## src/rtl/div_result_fifo.sv

```systemverilog
// Result FIFO for the serial divider: captures {quotient, remainder} on every
// rising edge of fini_i and exposes status, head and pop registers over Wishbone.
module div_result_fifo #(
  parameter int WBW   = 32,
  parameter int XLEN  = 32,
  parameter int DEPTH = 4
) (
  input  logic             clk_i,
  input  logic             reset_ni,
  input  logic             fini_i,
  input  logic [XLEN-1:0]  quotient_i,
  input  logic [XLEN-1:0]  remainder_i,
  input  logic             wbs_stb_i,
  input  logic             wbs_cyc_i,
  input  logic             wbs_we_i,
  input  logic [WBW/8-1:0] wbs_sel_i,
  input  logic [WBW-1:0]   wbs_adr_i,
  input  logic [WBW-1:0]   wbs_dat_i,
  output logic             wbs_ack_o,
  output logic [WBW-1:0]   wbs_dat_o,
  output logic             irq_o
);
  localparam int AW = $clog2(DEPTH);
  localparam int CW = AW + 1;

  localparam logic [3:0] OFF_STATUS = 4'h0;
  localparam logic [3:0] OFF_HEAD_Q = 4'h4;
  localparam logic [3:0] OFF_HEAD_R = 4'h8;
  localparam logic [3:0] OFF_POP    = 4'hC;
  localparam logic [WBW-1:0] BAD_DATA = WBW'(32'h0bad_0bad);

  typedef struct packed {
    logic [XLEN-1:0] quo;
    logic [XLEN-1:0] rem;
  } result_t;

  result_t       mem [DEPTH];
  result_t       head;
  logic [AW-1:0] rd_ptr;
  logic [AW-1:0] wr_ptr;
  logic [CW-1:0] count;
  logic          fini_q;
  logic          overflow;
  logic          irq_en;

  logic           empty;
  logic           full;
  logic           hit;
  logic           access;
  logic           wr_access;
  logic           pop;
  logic           push;
  logic           do_push;
  logic           ovf_event;
  logic           ovf_clear;
  logic [3:0]     offset;
  logic [WBW-1:0] status;
  logic [WBW-1:0] rdata;

  // Byte selects and the undecoded address/data bits carry no meaning here.
  logic unused_ok;
  assign unused_ok = ^{wbs_sel_i, wbs_adr_i, wbs_dat_i};

  assign empty  = (count == '0);
  assign full   = (count == CW'(DEPTH));
  assign head   = mem[rd_ptr];
  assign offset = wbs_adr_i[3:0];

  // Partial decode: only the top nibble and address bits [7:4] select the block.
  assign hit       = (wbs_adr_i[WBW-1:WBW-4] == 4'h3) && (wbs_adr_i[7:4] == 4'h2);
  assign access    = hit && wbs_stb_i && wbs_cyc_i && !wbs_ack_o;
  assign wr_access = access && wbs_we_i;

  assign pop       = access && (offset == OFF_POP) && !empty;
  assign push      = fini_i && !fini_q;
  assign do_push   = push && (!full || pop);
  assign ovf_event = push && full && !pop;
  assign ovf_clear = wr_access && (offset == OFF_STATUS) && wbs_dat_i[8];

  always_comb begin
    // NOTE: every output of a combinational block gets a default first so no latch is inferred.
    status     = '0;
    status[4:0] = 5'(count);
    status[5]  = empty;
    status[6]  = full;
    status[8]  = overflow;
    status[16] = irq_en;
  end

  always_comb begin
    rdata = '0;
    case (offset)
      OFF_STATUS: rdata = status;
      OFF_HEAD_Q: if (!empty) rdata = WBW'(head.quo);
      OFF_HEAD_R: if (!empty) rdata = WBW'(head.rem);
      OFF_POP:    rdata = '0;
      default:    rdata = BAD_DATA;
    endcase
  end

  // NOTE: state registers use non-blocking assignments so every read sees the pre-edge value.
  always_ff @(posedge clk_i or negedge reset_ni) begin
    if (!reset_ni) begin
      rd_ptr    <= '0;
      wr_ptr    <= '0;
      count     <= '0;
      fini_q    <= 1'b0;
      overflow  <= 1'b0;
      irq_en    <= 1'b0;
      wbs_ack_o <= 1'b0;
      wbs_dat_o <= '0;
      irq_o     <= 1'b0;
    end else begin
      fini_q    <= fini_i;
      wbs_ack_o <= access;
      irq_o     <= irq_en && !empty;
      if (access && !wbs_we_i) wbs_dat_o <= rdata;
      if (wr_access && (offset == OFF_STATUS)) irq_en <= wbs_dat_i[16];
      // A drop in the same cycle as a W1C leaves the flag set.
      overflow <= ovf_event || (overflow && !ovf_clear);
      if (pop)     rd_ptr <= rd_ptr + AW'(1);
      if (do_push) wr_ptr <= wr_ptr + AW'(1);
      if (do_push && !pop)      count <= count + CW'(1);
      else if (pop && !do_push) count <= count - CW'(1);
    end
  end

  // NOTE: storage has no reset; count and pointers alone decide which entries are valid.
  always_ff @(posedge clk_i) begin
    if (do_push) mem[wr_ptr] <= '{quo: quotient_i, rem: remainder_i};
  end

endmodule

```

## config.mk

```make
export PLATFORM = sky130hd
export DESIGN_NAME = div_result_fifo
export DESIGN_NICKNAME = d
export VERILOG_FILES = /design/src/rtl/div_result_fifo.sv
export SDC_FILE = /design/constraint.sdc
export NUM_CORES = 1
export LEC_CHECK = 0
export CORE_UTILIZATION = 58
export CTS_CLUSTER_SIZE = 40
export DETAILED_ROUTE_END_ITERATION = 6
export MAX_ROUTING_LAYER = met4
export PLACE_DENSITY_LB_ADDON = 0.25
export SLEW_MARGIN = 15
export SYNTH_ARGS = -nofsm -noshare
export SYNTH_HDL_FRONTEND = slang
export SYNTH_SLANG_ARGS = --single-unit
export TNS_END_PERCENT = 100
```

## constraint.sdc

```tcl
create_clock -name clk_i -period 8.24 [get_ports clk_i]
set_input_delay 1.648 -clock clk_i [delete_from_list [all_inputs] [get_ports clk_i]]
set_output_delay 1.648 -clock clk_i [all_outputs]
set_load 0.01 [all_outputs]
```

==> results.tsv <==
metric	value	unit
viasPerCell	5.97	
cts-root-buf	clkbuf_16	
period_minus_slack	3.90	ns
ctsHoldBuffers	0	
cp-end-kind	register	
htreeDepth	1	
first_iter_violations	456	
yosysSeqAreaShare	0.752	
grt.total_usage	0.242	
hpwlAfterDp	13.0	mm
die-width	144	microns
grt_pass1_wl	36.0	mm
vdd_ir_drop_max	0.193	mV
ys.flop_type	edfxtp_1	
io_pins	172	
hp-class	register to register	
ys_async_sr_fraction	0.147	
postSynthCellCount	639	
syn_area	11700	sq um
drc	0	
grt_overflow	0	
die_height	144	microns
drv_cap	0	
numPortBuffers	117	
coreArea	19600	sq um
cp_slowest_stage_delay	0.84	ns
cts_tree	done	
powerDensity	254	nW/um^2
rsz0062_at_grt	no	
initial_core_util	0.596	
dr.pass1.iters	5	
fmax	0.257	GHz
grt_max_degree	65	
synth_nets	783	
drv_slew	0	
clock-sinks	300	
area.growth.synth_to_final	20.2	%
clk_path_buf_depth	3	
status	finished clean	
vias	6243	
die-area	20700	sq um
wl_met2	11.9	mm
gp_congestion	0.790	
cts_resized	0	
synth_edf_count	256	
clk_latency	0.53	ns
hold_viol_final	0	
fin_nets	902	
routed_wirelength	23.5	mm
p_leak	4.58	nW
crit_family	simple AND/OR/NAND/NOR gates	
fin_cells	1046	
layout-drive-gt1-share	0.132	
multi_input_area	2650	sq um
synth_cell_types	49	
wl_met1	9.67	mm
cts_setup_buffers	0	
layout.area.seq	8790	sq um
fin_crit_sh	0.473	
critPathRequiredTime	8.39	ns
p_total	3.57	mW
tightest_slew	1.03	ns
critical_path_class	input port to register	
fill_cells	1221	
placed_cells	992	
setup_ws	4.34	ns
pre_cts_slack	3.78	ns
slowest_stage	and2_4	
numCtsBuffers	29	
antenna_found_initial	1	
worstPathArrival	4.04	ns
core.rowCount	51	
crit_path_start_kind	input port	
path_max_fanout	64	
topRoutingLayerUsed	met4	
critPathBufInv	1	
fin_skew	0.00875	ns
met3_length	1.41	mm
path_clk_slew	0.06	ns
grt_pass1_vias	6607	
fin_tns_setup	0	ns
wire_per_inst	22.5	microns
synth_area_per_cell	18.3	sq um
crit_chain	clkdlybuf4s50_1 -> nor4b_2 -> nand3_1 -> or2_4 -> a21oi_4 -> and2_4	
relSlewSlack	0.310	
yosys_warnings	0	
ant_nets	0	
setup_violations	0	
synth-seq-cells	300	
==> worst register-to-register path, stage by stage, from the launching register on <==
cell and delay [ns]:
dfrtp_4 0.99, buf_4 0.86, mux4_2 0.64, a22o_1 0.26, a221oi_2 0.26, nor2_1 0.09
==> metal layers <==
metal,GRT usage,up-vias
li1,-,2795
met1,0.313,3179
met2,0.398,226
met3,0.0370,43
met4,0.0750,0
met5,-,-
==> worst paths after layout <==
kind | from | endpoint | slack, ns | cells past startpoint
setup / recovery | wbs_adr_i[7] | mem[0][21]$_DFFE_PP_ | 4.34 | 6
hold / removal | wbs_dat_o[13]$_DFFE_PN0P_ | wbs_dat_o[13]$_DFFE_PN0P_ | 0.50 | 2
setup reg to reg | rd_ptr[0]$_DFFE_PN0N_ | wbs_dat_o[1]$_DFFE_PN0P_ | 5.03 | 5
hold reg to reg | wbs_dat_o[13]$_DFFE_PN0P_ | wbs_dat_o[13]$_DFFE_PN0P_ | 0.50 | 2
max in group asynchronous | reset_ni | rd_ptr[0]$_DFFE_PN0N_ | 6.52 | 2
min in group asynchronous | reset_ni | wbs_dat_o[27]$_DFFE_PN0P_ | 1.23 | 2
==> power breakdown <==
group          switching (mW)  leakage [nW]  internal, mW
Clock                   0.538         0.517         0.863
Sequential             0.0493          2.91          1.82
Combinational           0.191          1.15         0.113
==> cell type report <==
cell class | instances | share of cell area
inverter | 5 | 0.00134
multi-input combinational | 300 | 0.189
clock buffer | 41 | 0.0623
tap | 265 | 0.0236
sequential | 300 | 0.626
antenna | 1 | 0.000178
clock inverter | 12 | 0.0114
timing repair buffer | 122 | 0.0857
==> cells in the final DEF (no fill, tap or decap), types with 3 or more instances in the layout <==
cell type / netlist / routed
edfxtp_1: 256 / 256
clkdlybuf4s50_1: 0 / 116
mux2i_1: 64 / 64
dfrtp_1: 44 / 42
clkbuf_16: 0 / 32
nand2_1: 29 / 29
mux4_2: 29 / 29
nor2_1: 28 / 28
o22ai_1: 22 / 22
o21ai_0: 19 / 19
a22oi_1: 17 / 17
a21oi_1: 11 / 11
o221ai_1: 10 / 10
clkinv_2: 0 / 8
a22o_1: 7 / 7
a31oi_1: 6 / 6
nand2b_1: 5 / 5
inv_1: 5 / 5
o211ai_1: 5 / 5
ha_1: 5 / 5
clkbuf_1: 9 / 5
buf_4: 3 / 5
nand3_1: 4 / 4
and2_4: 0 / 4
bufinv_16: 0 / 4
clkbuf_8: 0 / 4
xnor2_1: 3 / 3
xor2_1: 3 / 3
==> stage by stage <==
stage	hold WS, ns	util	cell area [sq um]
floorplan	0.456	-	11700
global placement	0.481	0.664	13000
detailed placement	0.487	0.664	13000
CTS	0.500	0.716	14000
global route	0.519	0.717	14000
finish	0.497	0.717	14000
==> cell families after synthesis <==
kind of cell | count (synthesis) | synth area share
compound gates | 102 | 0.0596
xor+xnor | 6 | 0.00450
fa+ha+maj | 6 | 0.00707
buf+inv | 39 | 0.0220
flops | 300 | 0.752
mux | 97 | 0.116
simple gates | 89 | 0.0388
==> state kept, by name, indices dropped and copies added (netlist names) <==
register and flops:
irq_en 1, count 3, mem 256, wbs_dat_o 32
wr_ptr 2, irq_o 1, rd_ptr 2, wbs_ack_o 1
fini_q 1, overflow 1
==> cell usage after synthesis, types with 2 or more instances <==
library cell  instances  share of area
edfxtp_1            256           0.66
mux2i_1              64          0.055
dfrtp_1              44          0.094
mux4_2               29          0.056
nand2_1              29         0.0093
nor2_1               28         0.0090
o22ai_1              22          0.012
o21ai_0              19         0.0081
a22oi_1              17          0.011
a21oi_1              11         0.0047
o221ai_1             10         0.0075
buf_2                 9         0.0039
clkbuf_1              9         0.0029
a22o_1                7         0.0052
buf_6                 7         0.0067
a31oi_1               6         0.0032
and2_1                6         0.0032
ha_1                  5         0.0054
inv_1                 5         0.0016
nand2b_1              5         0.0027
o211ai_1              5         0.0032
nand3_1               4         0.0017
buf_4                 3         0.0019
buf_8                 3         0.0039
xnor2_1               3         0.0022
xor2_1                3         0.0022
a221oi_1              2         0.0015
and4bb_2              2         0.0021
buf_1                 2        0.00064
mux2_2                2         0.0019
nor2b_1               2         0.0011
nor3_1                2        0.00086
nor4b_2               2         0.0026
Note: power is estimated with default switching activity, not from simulation.
